[config.mk]
export PLATFORM = sky130hd
export DESIGN_NAME = hazard_stall_ctrl_flat
export DESIGN_NICKNAME = d
export VERILOG_FILES = /design/src/rtl/hazard_stall_ctrl_pkg.sv /design/src/rtl/hazard_stall_ctrl_if.sv /design/src/rtl/hazard_stall_ctrl_sat_counter.sv /design/src/rtl/hazard_stall_ctrl.sv /design/src/flat_wrapper.sv
export SDC_FILE = /design/constraint.sdc
export NUM_CORES = 1
export LEC_CHECK = 0
export CORE_UTILIZATION = 27
export DETAILED_ROUTE_END_ITERATION = 8
export GPL_TIMING_DRIVEN = 0
export SETUP_SLACK_MARGIN = 0.5
export SLEW_MARGIN = 40
export SYNTH_ARGS = -nofsm -noshare
export SYNTH_HDL_FRONTEND = slang
export SYNTH_HIERARCHICAL = 1
export SYNTH_SLANG_ARGS = --single-unit
[constraint.sdc]
create_clock -name clk_HDU -period 1.88 [get_ports clk_HDU]
set_input_delay 0.376 -clock clk_HDU [delete_from_list [all_inputs] [get_ports clk_HDU]]
set_output_delay 0.376 -clock clk_HDU [all_outputs]
set_load 0.005 [all_outputs]
[src/rtl/hazard_stall_ctrl_pkg.sv]
// Shared types and constants for the ID/EX hazard and stall controller:
// FSM states, control bundle widths and bit positions within each bundle.
package hdu_pkg;

  typedef enum logic [1:0] {
    S_RUN = 2'd0,
    S_LU  = 2'd1,
    S_MW  = 2'd2
  } hdu_state_e;

  localparam int REG_W = 5;
  localparam int M_W   = 3;
  localparam int EX_W  = 3;
  localparam int WB_W  = 2;

  localparam int M_BRANCH    = 2;
  localparam int M_MEMREAD   = 1;
  localparam int M_MEMWRITE  = 0;
  localparam int WB_REGWRITE = 1;
  localparam int WB_MEMTOREG = 0;
  localparam int EX_REGDST   = 2;
  localparam int EX_ALUOP    = 1;
  localparam int EX_ALUSRC   = 0;

  localparam int LU_CNT_W = 3;

endpackage

[src/rtl/hazard_stall_ctrl_if.sv]
// Signal bundle between the pipeline datapath (master) and the hazard/stall
// controller (slave). No handshake: every output is a same-cycle function of state and inputs.
interface hazard_stall_ctrl_if import hdu_pkg::*; #(
  parameter int CNT_W = 16
);

  logic [REG_W-1:0] rs_ID_IN;
  logic [REG_W-1:0] rt_ID_IN;
  logic [REG_W-1:0] rt_EX_IN;
  logic             MemRead_EX_IN;
  logic             MemAcc_MEM_IN;
  logic             mem_ready_IN;
  logic             branch_taken_IN;
  logic [M_W-1:0]   M_IN;
  logic [EX_W-1:0]  EX_IN;
  logic [WB_W-1:0]  WB_IN;

  logic [M_W-1:0]   M_HDU;
  logic [EX_W-1:0]  EX_HDU;
  logic [WB_W-1:0]  WB_HDU;
  logic             PCWrite_HDU;
  logic             IFIDWrite_HDU;
  logic             IDEXWrite_HDU;
  logic             EXMEMWrite_HDU;
  logic             flush_IFID_HDU;
  logic             flush_IDEX_HDU;
  logic             flush_EXMEM_HDU;
  logic [CNT_W-1:0] stall_cnt_HDU;
  logic [CNT_W-1:0] flush_cnt_HDU;
  hdu_state_e       state_dbg;

  modport master (
    output rs_ID_IN, rt_ID_IN, rt_EX_IN, MemRead_EX_IN, MemAcc_MEM_IN,
           mem_ready_IN, branch_taken_IN, M_IN, EX_IN, WB_IN,
    input  M_HDU, EX_HDU, WB_HDU, PCWrite_HDU, IFIDWrite_HDU, IDEXWrite_HDU,
           EXMEMWrite_HDU, flush_IFID_HDU, flush_IDEX_HDU, flush_EXMEM_HDU,
           stall_cnt_HDU, flush_cnt_HDU, state_dbg
  );

  modport slave (
    input  rs_ID_IN, rt_ID_IN, rt_EX_IN, MemRead_EX_IN, MemAcc_MEM_IN,
           mem_ready_IN, branch_taken_IN, M_IN, EX_IN, WB_IN,
    output M_HDU, EX_HDU, WB_HDU, PCWrite_HDU, IFIDWrite_HDU, IDEXWrite_HDU,
           EXMEMWrite_HDU, flush_IFID_HDU, flush_IDEX_HDU, flush_EXMEM_HDU,
           stall_cnt_HDU, flush_cnt_HDU, state_dbg
  );

endinterface

[src/rtl/hazard_stall_ctrl_sat_counter.sv]
// Saturating event counter: counts cycles with inc_i high, sticks at all-ones.
module hdu_sat_counter #(
  parameter int CNT_W = 16
) (
  input  logic             clk_i,
  input  logic             rst_ni,
  input  logic             inc_i,
  output logic [CNT_W-1:0] cnt_o
);

  logic [CNT_W-1:0] cnt_q, cnt_d;

  always_comb begin
    cnt_d = cnt_q;
    if (inc_i && (cnt_q != '1)) cnt_d = cnt_q + CNT_W'(1);
  end

  always_ff @(posedge clk_i or negedge rst_ni) begin
    if (!rst_ni) cnt_q <= '0;
    else         cnt_q <= cnt_d;
  end

  assign cnt_o = cnt_q;

endmodule

[src/rtl/hazard_stall_ctrl.sv]
// Load-use / memory-wait stall and taken-branch flush sequencing for the
// ID/EX buffer, with saturating stall and flush debug counters.
module hazard_stall_ctrl import hdu_pkg::*; #(
  parameter int LU_STALL_CYCLES = 1,
  parameter int CNT_W           = 16
) (
  input logic                clk_HDU,
  input logic                rst_n_HDU,
  hazard_stall_ctrl_if.slave hdu
);

  localparam logic [LU_CNT_W-1:0] LU_RELOAD = LU_CNT_W'(LU_STALL_CYCLES - 1);

  hdu_state_e          state_q, state_d;
  logic [LU_CNT_W-1:0] lu_cnt_q, lu_cnt_d;
  logic                lu_hz, mw, lu_active;
  logic                pc_we, ifid_we, idex_we, exmem_we;
  logic                flush, bubble;

  assign mw    = hdu.MemAcc_MEM_IN & ~hdu.mem_ready_IN;
  assign lu_hz = hdu.MemRead_EX_IN & (hdu.rt_EX_IN != '0) &
                 ((hdu.rt_EX_IN == hdu.rs_ID_IN) | (hdu.rt_EX_IN == hdu.rt_ID_IN));
  // Bubbles still owed, either in S_LU or parked in S_MW by a memory wait.
  assign lu_active = (state_q != S_RUN) & (lu_cnt_q != '0);

  always_ff @(posedge clk_HDU or negedge rst_n_HDU) begin
    if (!rst_n_HDU) begin
      state_q  <= S_RUN;
      lu_cnt_q <= '0;
    end else begin
      state_q  <= state_d;
      lu_cnt_q <= lu_cnt_d;
    end
  end

  always_comb begin
    state_d  = state_q;
    lu_cnt_d = lu_cnt_q;
    pc_we    = 1'b1;
    ifid_we  = 1'b1;
    idex_we  = 1'b1;
    exmem_we = 1'b1;
    flush    = 1'b0;
    bubble   = 1'b0;
    // An outstanding memory op freezes everything, including a pending branch flush.
    if (mw) begin
      pc_we    = 1'b0;
      ifid_we  = 1'b0;
      idex_we  = 1'b0;
      exmem_we = 1'b0;
      state_d  = S_MW;
      if (state_q == S_LU) lu_cnt_d = lu_cnt_q - LU_CNT_W'(1);
    end else if (hdu.branch_taken_IN) begin
      flush    = 1'b1;
      bubble   = 1'b1;
      state_d  = S_RUN;
      lu_cnt_d = '0;
    end else if (lu_active) begin
      pc_we    = 1'b0;
      ifid_we  = 1'b0;
      bubble   = 1'b1;
      lu_cnt_d = lu_cnt_q - LU_CNT_W'(1);
      state_d  = (lu_cnt_q == LU_CNT_W'(1)) ? S_RUN : S_LU;
    end else if (lu_hz) begin
      pc_we   = 1'b0;
      ifid_we = 1'b0;
      bubble  = 1'b1;
      if (LU_STALL_CYCLES > 1) begin
        state_d  = S_LU;
        lu_cnt_d = LU_RELOAD;
      end else begin
        state_d = S_RUN;
      end
    end else begin
      state_d = S_RUN;
    end
    if (!rst_n_HDU) begin
      pc_we    = 1'b1;
      ifid_we  = 1'b1;
      idex_we  = 1'b1;
      exmem_we = 1'b1;
      flush    = 1'b0;
      bubble   = 1'b0;
    end
  end

  assign hdu.PCWrite_HDU     = pc_we;
  assign hdu.IFIDWrite_HDU   = ifid_we;
  assign hdu.IDEXWrite_HDU   = idex_we;
  assign hdu.EXMEMWrite_HDU  = exmem_we;
  assign hdu.flush_IFID_HDU  = flush;
  assign hdu.flush_IDEX_HDU  = flush;
  assign hdu.flush_EXMEM_HDU = flush;
  assign hdu.M_HDU           = bubble ? '0 : hdu.M_IN;
  assign hdu.EX_HDU          = bubble ? '0 : hdu.EX_IN;
  assign hdu.WB_HDU          = bubble ? '0 : hdu.WB_IN;
  assign hdu.state_dbg       = state_q;

  hdu_sat_counter #(.CNT_W(CNT_W)) u_stall_cnt (
    .clk_i  (clk_HDU),
    .rst_ni (rst_n_HDU),
    .inc_i  (~pc_we),
    .cnt_o  (hdu.stall_cnt_HDU)
  );

  hdu_sat_counter #(.CNT_W(CNT_W)) u_flush_cnt (
    .clk_i  (clk_HDU),
    .rst_ni (rst_n_HDU),
    .inc_i  (flush),
    .cnt_o  (hdu.flush_cnt_HDU)
  );

endmodule

[src/flat_wrapper.sv]
// flat-port wrapper written by rule: the top's interface ports become plain ports
module hazard_stall_ctrl_flat import hdu_pkg::*;
#(
  parameter int LU_STALL_CYCLES = 1,
  parameter int CNT_W           = 16
)
  (clk_HDU, rst_n_HDU, hdu_rs_ID_IN, hdu_rt_ID_IN, hdu_rt_EX_IN, hdu_MemRead_EX_IN, hdu_MemAcc_MEM_IN, hdu_mem_ready_IN, hdu_branch_taken_IN, hdu_M_IN, hdu_EX_IN, hdu_WB_IN, hdu_M_HDU, hdu_EX_HDU, hdu_WB_HDU, hdu_PCWrite_HDU, hdu_IFIDWrite_HDU, hdu_IDEXWrite_HDU, hdu_EXMEMWrite_HDU, hdu_flush_IFID_HDU, hdu_flush_IDEX_HDU, hdu_flush_EXMEM_HDU, hdu_stall_cnt_HDU, hdu_flush_cnt_HDU, hdu_state_dbg);
  hazard_stall_ctrl_if #(.CNT_W(CNT_W)) hdu_i ();
  input logic clk_HDU;
  input logic rst_n_HDU;
  input wire logic [$bits(hdu_i.rs_ID_IN)-1:0] hdu_rs_ID_IN;
  input wire logic [$bits(hdu_i.rt_ID_IN)-1:0] hdu_rt_ID_IN;
  input wire logic [$bits(hdu_i.rt_EX_IN)-1:0] hdu_rt_EX_IN;
  input wire logic [$bits(hdu_i.MemRead_EX_IN)-1:0] hdu_MemRead_EX_IN;
  input wire logic [$bits(hdu_i.MemAcc_MEM_IN)-1:0] hdu_MemAcc_MEM_IN;
  input wire logic [$bits(hdu_i.mem_ready_IN)-1:0] hdu_mem_ready_IN;
  input wire logic [$bits(hdu_i.branch_taken_IN)-1:0] hdu_branch_taken_IN;
  input wire logic [$bits(hdu_i.M_IN)-1:0] hdu_M_IN;
  input wire logic [$bits(hdu_i.EX_IN)-1:0] hdu_EX_IN;
  input wire logic [$bits(hdu_i.WB_IN)-1:0] hdu_WB_IN;
  output wire logic [$bits(hdu_i.M_HDU)-1:0] hdu_M_HDU;
  output wire logic [$bits(hdu_i.EX_HDU)-1:0] hdu_EX_HDU;
  output wire logic [$bits(hdu_i.WB_HDU)-1:0] hdu_WB_HDU;
  output wire logic [$bits(hdu_i.PCWrite_HDU)-1:0] hdu_PCWrite_HDU;
  output wire logic [$bits(hdu_i.IFIDWrite_HDU)-1:0] hdu_IFIDWrite_HDU;
  output wire logic [$bits(hdu_i.IDEXWrite_HDU)-1:0] hdu_IDEXWrite_HDU;
  output wire logic [$bits(hdu_i.EXMEMWrite_HDU)-1:0] hdu_EXMEMWrite_HDU;
  output wire logic [$bits(hdu_i.flush_IFID_HDU)-1:0] hdu_flush_IFID_HDU;
  output wire logic [$bits(hdu_i.flush_IDEX_HDU)-1:0] hdu_flush_IDEX_HDU;
  output wire logic [$bits(hdu_i.flush_EXMEM_HDU)-1:0] hdu_flush_EXMEM_HDU;
  output wire logic [$bits(hdu_i.stall_cnt_HDU)-1:0] hdu_stall_cnt_HDU;
  output wire logic [$bits(hdu_i.flush_cnt_HDU)-1:0] hdu_flush_cnt_HDU;
  output wire logic [$bits(hdu_i.state_dbg)-1:0] hdu_state_dbg;
  assign hdu_i.rs_ID_IN = hdu_rs_ID_IN;
  assign hdu_i.rt_ID_IN = hdu_rt_ID_IN;
  assign hdu_i.rt_EX_IN = hdu_rt_EX_IN;
  assign hdu_i.MemRead_EX_IN = hdu_MemRead_EX_IN;
  assign hdu_i.MemAcc_MEM_IN = hdu_MemAcc_MEM_IN;
  assign hdu_i.mem_ready_IN = hdu_mem_ready_IN;
  assign hdu_i.branch_taken_IN = hdu_branch_taken_IN;
  assign hdu_i.M_IN = hdu_M_IN;
  assign hdu_i.EX_IN = hdu_EX_IN;
  assign hdu_i.WB_IN = hdu_WB_IN;
  assign hdu_M_HDU = hdu_i.M_HDU;
  assign hdu_EX_HDU = hdu_i.EX_HDU;
  assign hdu_WB_HDU = hdu_i.WB_HDU;
  assign hdu_PCWrite_HDU = hdu_i.PCWrite_HDU;
  assign hdu_IFIDWrite_HDU = hdu_i.IFIDWrite_HDU;
  assign hdu_IDEXWrite_HDU = hdu_i.IDEXWrite_HDU;
  assign hdu_EXMEMWrite_HDU = hdu_i.EXMEMWrite_HDU;
  assign hdu_flush_IFID_HDU = hdu_i.flush_IFID_HDU;
  assign hdu_flush_IDEX_HDU = hdu_i.flush_IDEX_HDU;
  assign hdu_flush_EXMEM_HDU = hdu_i.flush_EXMEM_HDU;
  assign hdu_stall_cnt_HDU = hdu_i.stall_cnt_HDU;
  assign hdu_flush_cnt_HDU = hdu_i.flush_cnt_HDU;
  assign hdu_state_dbg = hdu_i.state_dbg;
  hazard_stall_ctrl #(.LU_STALL_CYCLES(LU_STALL_CYCLES), .CNT_W(CNT_W)) u_core (.clk_HDU(clk_HDU), .rst_n_HDU(rst_n_HDU), .hdu(hdu_i));
endmodule
; ---- Word level (Yosys, flattened, before mapping)
; Index checks and enable logic that the tools add are counted.
[word_totals]
register_bits = 37
[classes]
n_eq_ne = 7
bitwise_logic = 7
muxes = 26
reduce_logical = 7
n_addsub = 3
[op_table]
columns = cell, count
row1 = "adder 16 x 1 -> 16 bit, second input constant", 2
row2 = "!= test 16 bit, second input constant", 2
row3 = 2-to-1 mux 3 bit, 6
row4 = 2-to-1 mux 1 bit, 16
row5 = equality test 5 bit, 2
row6 = 2-to-1 mux 2 bit, 4
row7 = nonzero test 3 bit, 2
row8 = nonzero test 5 bit, 1
row9 = AND 1 bit, 4
row10 = "equality test 3 x 1 -> 1 bit, second input constant", 1
row11 = "subtractor 3 x 1 -> 3 bit, second input constant", 1
row12 = "equality test 2 x 1 -> 1 bit, second input constant", 1
row13 = logical AND 1 bit, 2
row14 = "!= test 2 bit, second input constant", 1
row15 = NOT 1 bit, 2
row16 = AND reduction 2 bit, 1
row17 = nonzero test 2 bit, 1
row18 = bitwise OR 1 bit, 1

; ---- Depth between registers and ports, before layout
[logic_depth]
depth_word = 10
depth_mapped = 10
ltp_nobuf = 10

; ---- Cells and area by module
; The synthesis kept the hierarchy.
[by_module_without_submodules]
columns = module, instances, cells_per_inst, area_per_inst_um2
row1 = hdu_sat_counter, 2, 72, 859.6
row2 = hazard_stall_ctrl, 1, 76, 603.1

; ---- Least setup slack after synthesis
; No wires, ideal clock.
[synth_path]
path_type = input port to flip-flop
startpoint = input hdu_rt_EX_IN[1]
endpoint = register u_core.u_stall_cnt.cnt_q[7], in the netlist u_core/u_stall_cnt/cnt_o[7]
setup_slack_ns = -0.269
cell_stages = 8
required_ns = 1.748
n_path_buf = 0
arrival_time_ns = 2.016
cell_sequence = or4_4 -> o21ai_2 -> nor2_1 -> a21o_1 -> and3_1 -> and4_2 -> a31oi_1 -> a31oi_1
[synth_between]
elab_chain_len = 10
elab_cells_between_ends = 13
[synth_lines]
columns = element, line_no
row1 = from (decl), flat_wrapper.sv:13  ; input wire logic [$bits(hdu_i.rt_EX_IN)-1:0] hdu_rt_EX_IN;
row2 = equality test 5 bit / nonzero test 5 bit (equally long branches), "hazard_stall_ctrl.sv:22, hazard_stall_ctrl.sv:21"
row3 = bitwise OR 1 bit / AND 1 bit (equally long branches), "hazard_stall_ctrl.sv:22, hazard_stall_ctrl.sv:21"
row4 = AND 1 bit (*), hazard_stall_ctrl.sv:21  ; assign lu_hz = hdu.MemRead_EX_IN & (hdu.rt_EX_IN != '0) &
row5 = 2-to-1 mux 1 bit (*), hazard_stall_ctrl.sv:64  ; end else if (lu_hz) begin
row6 = 2-to-1 mux 1 bit (*), hazard_stall_ctrl.sv:58  ; end else if (lu_active) begin
row7 = 2-to-1 mux 1 bit (*), hazard_stall_ctrl.sv:53  ; end else if (hdu.branch_taken_IN) begin
row8 = 2-to-1 mux 1 bit (*), hazard_stall_ctrl.sv:46  ; if (mw) begin
row9 = 2-to-1 mux 1 bit (*), hazard_stall_ctrl.sv:77  ; if (!rst_n_HDU) begin
row10 = NOT 1 bit (*), hazard_stall_ctrl.sv:102  ; .inc_i (~pc_we),
row11 = logical AND 1 bit (*), hazard_stall_ctrl_sat_counter.sv:15  ; if (inc_i && (cnt_q != '1)) cnt_d = cnt_q + CNT_W'(1);
row12 = to (signal assigned), hazard_stall_ctrl_sat_counter.sv:20  ; else cnt_q <= cnt_d;
row13 = to (decl), hazard_stall_ctrl_sat_counter.sv:11  ; logic [CNT_W-1:0] cnt_q, cnt_d;
; Mark *: on every way between the ends. The rest lies on a longest branch, timed or not.
; A chain may end at the register's enable or synchronous reset.

; ---- Worst setup path in the final report
[layout_path]
startpoint = input hdu_rt_EX_IN[3]
endpoint = output hdu_PCWrite_HDU
[layout_between]
elab_chain_len = 8
elab_cells_between_ends = 11
[layout_lines]
columns = element, line_no
row1 = equality test 5 bit / nonzero test 5 bit (equally long branches), "hazard_stall_ctrl.sv:22, hazard_stall_ctrl.sv:21"
row2 = bitwise OR 1 bit / AND 1 bit (equally long branches), "hazard_stall_ctrl.sv:22, hazard_stall_ctrl.sv:21"
row3 = AND 1 bit (*), hazard_stall_ctrl.sv:21
row4 = 2-to-1 mux 1 bit (*), hazard_stall_ctrl.sv:64
row5 = 2-to-1 mux 1 bit (*), hazard_stall_ctrl.sv:58
row6 = 2-to-1 mux 1 bit (*), hazard_stall_ctrl.sv:53
row7 = 2-to-1 mux 1 bit (*), hazard_stall_ctrl.sv:46
row8 = 2-to-1 mux 1 bit (*), hazard_stall_ctrl.sv:77
row9 = to (decl), flat_wrapper.sv:24  ; output wire logic [$bits(hdu_i.PCWrite_HDU)-1:0] hdu_PCWrite_HDU;
; Marks and branches as above.

==> qor.yml <==
tightestPinTransition_ns: 0.428
clk_pin_slew_ns: 0.08
via_per_inst: 4.98
grt_max_degree: 21
syn-num-nets: 254
avgRoutedWirePerCell_um: 15.7
vias: 2605
die_h_um: 94.7
p_clk_frac: 0.154
grt_pass1_wl_um: 12500
clock_sinks: 37
routed_wl_um: 8190
synth_edf_count: 0
fin_ws_ns: -0.184
place_area_sq_mm: 0.00329
coreArea_sq_mm: 0.00826
final_cell_area_sq_mm: 0.00466
power_mw: 3.59
status: "complete, but fails checks"
peakVddDrop_mv: 0.586
ys.flop_type: "dfrtp_1"
cts_buffers: 5
antennaDiodeCount: 0
leakagePower_nw: 2.19
hold_class: "in -> async"
antenna_found_initial: 0
die_area_sq_mm: 0.00898
clk_path_buf_depth: 2
synth.top_cell.area_share: 0.399
cts_root_buf: "clkbuf_8"
p_per_area_mw_per_mm2: 770
grt_overflow_total: 0
crit_path_start: "hdu_rt_EX_IN[3]"
final_nets: 451
syn_avg_cell_area_sq_um: 10.6
swShare: 0.337
clock_latency_ns: 0.29
crit_chain: "buf_8 -> or4_4 -> o21ai_4 -> buf_6 -> nor2_4 -> a21oi_2 -> buf_4 -> buf_6"
start_kind: "primary input"
synth-seq-area-share: 0.399
synthCells: 220
fmax_mhz: 485
required_ns: 1.50
p_sw_mw: 1.21
violations: "setup timing"
yosys-top-cells-area: "dfrtp_1 (40%), xnor2_1 (7.5%), nand4_1 (4.3%)"
ioPinCount: 78
arrival_ns: 1.69
power_frac_seq: 0.294
pwr-share-comb: 0.552
yosys-top-cells-count: "dfrtp_1 (37), xnor2_1 (20), a21oi_1 (19)"
critPathKind: "in -> out"
h-tree-depth: 2
finClkSkew_ns: 0.0144
r2r_slack_ns: -0.06
ant_nets: 0
rows: 33
post-route-period-util: 1.10
track_usage: 0.181
syn_area_sq_mm: 0.00232
reg2regPathDepth: 11
rsz0062_at_grt: "true"
place_congestion: 0.723
drive_above_1_share: 0.620
cap_violations: 0
slowest_stage: "or4_4"
ys_warn_count: 6
setup_violations: 19
worstPathMaxFanout: 2
synth_most_common_cell: "dfrtp_1"
firstDrtPassIters: 4
slew_violations: 0
end_kind: "output pin"
synth_cell_types: 44
slew_headroom: 0.714
cpPeakStageDelay_ns: 0.54
ys_async_sr_fraction: 1.00
p_int_mw: 2.38
hold_viol: 0
synth_seq_cells: 37
drcViolationCount: 0
initial_core_util: 0.281
yosysTopAreaCell: "dfrtp_1"
period_minus_slack_ns: 2.06
area_delta_synth_final_pct: 101
hpwl_um: 4340
crit_path_frequent_cell: "buf_6"
die_w_um: 94.7
cts_tree: "yes"
drt_iter0_markers: 51
grt_pass1_vias: 2558
rr_startpoint: "u_core/lu_cnt_q[1]"
r2r-end: "u_core/u_stall_cnt/cnt_o[10]"
portBuffers: 77
==> how the worst max path moves through the flow <==
stage,cells past startpoint,endpoint,slack [ns]
floorplan,8,u_core/u_stall_cnt/cnt_o[7],-0.13
global placement,8,u_core/u_stall_cnt/cnt_o[15],-2.11
detailed placement,7,hdu_PCWrite_HDU,-1.04
CTS,8,hdu_PCWrite_HDU,-0.17
global route,8,hdu_PCWrite_HDU,-0.22
finish,8,hdu_PCWrite_HDU,-0.18
==> metal layers <==
metal,GRT usage,share of wire,vias to the layer above
li1,-,-,1238
met1,0.197,0.39,1289
met2,0.353,0.56,66
met3,0.0250,0.033,12
met4,0.0606,0.015,0
met5,0,0,-
==> power groups by stage <==
stage,Sequential [mW],Clock (mW),Combinational [mW]
6_report,1.06,0.553,1.98
5_1_grt,1.08,0.607,2.13
4_1_cts,1.06,0.556,1.59
3_5_place_dp,1.17,0,0.865
3_3_place_gp,1.16,0,0.854
2_1_floorplan,1.13,0,0.425
==> cells in the final DEF, fill, tap and decap left out, types with 5 or more instances in the layout <==
| cell type | Yosys | final |
|---|---|---|
| a21oi_1 | 19 | 6 |
| nand2_1 | 12 | 6 |
| buf_12 | 0 | 7 |
| buf_4 | 4 | 81 |
| buf_6 | 0 | 34 |
| o21a_1 | 10 | 10 |
| a31oi_1 | 6 | 5 |
| xnor2_1 | 20 | 13 |
| and4_4 | 2 | 5 |
| clkbuf_2 | 0 | 9 |
| dlygate4sd2_1 | 0 | 20 |
| nand3_1 | 12 | 8 |
| buf_2 | 0 | 15 |
| a21oi_2 | 0 | 11 |
| dfrtp_1 | 37 | 16 |
| xnor2_2 | 0 | 7 |
| nand4_1 | 16 | 16 |
| o21ai_1 | 0 | 7 |
| clkdlybuf4s50_1 | 0 | 9 |
| clkdlybuf4s15_1 | 0 | 14 |
| dfrtp_2 | 0 | 21 |
| clkbuf_8 | 0 | 5 |
==> cell type report <==
class	count	area [sq um]
timing repair buffer	190	1720
sequential	37	952
buffer	4	41.3
multi-input combinational	173	1710
clock buffer	8	80.1
inverter	6	25.0
tap	105	131
fill	713	3590
==> worst max-delay path: cells and delay by family <==
family,cells,cell delay (ns)
AND/OR/NAND/NOR,2,0.58
AO/OA/AOI/OAI,2,0.31
buffers and inverters,4,0.42
==> logic make-up (layout without fill, tap and decap cells) <==
kind of cell,after synthesis,count (layout),share of synthesized area
fa+ha+maj,5,5,0.0269
mux,4,4,0.0194
buf+inv,10,208,0.0226
flops,37,37,0.399
compound gates,59,59,0.173
xor+xnor,24,24,0.0905
simple gates,81,81,0.268
==> what timing repair did <==
item                       in CTS  in global routing
gates cloned                    1                  0
setup buffers                  88                 23
hold buffers                    1                  0
hold endpoints to repair       17                  0
gates resized for setup       240                 67
setup endpoints to repair      85                 71
pin swaps                      45                 28
==> flip-flops by register name (all words and copies together) (netlist names) <==
name / flops
u_core/lu_cnt_q: 3
u_core/hdu.state_dbg: 2
u_core/u_stall_cnt/cnt_o: 16
u_core/u_flush_cnt/cnt_o: 16
==> through the flow <==
stage | hold slack, ns | instances | setup slack [ns] | util | setup TNS [ns]
after floorplan | 0.0804 | 220 | -0.131 | - | -0.434
after global placement | 0.470 | 402 | -2.11 | 0.398 | -107.11
after detailed placement | 0.392 | 402 | -1.04 | 0.398 | -24.20
after CTS | 0.0255 | 500 | -0.170 | 0.525 | -1.18
after global routing | 0.0191 | 523 | -0.223 | 0.565 | -2.94
final | 0.0180 | 523 | -0.184 | 0.565 | -1.61
Note: power is estimated with default switching activity, not from simulation.
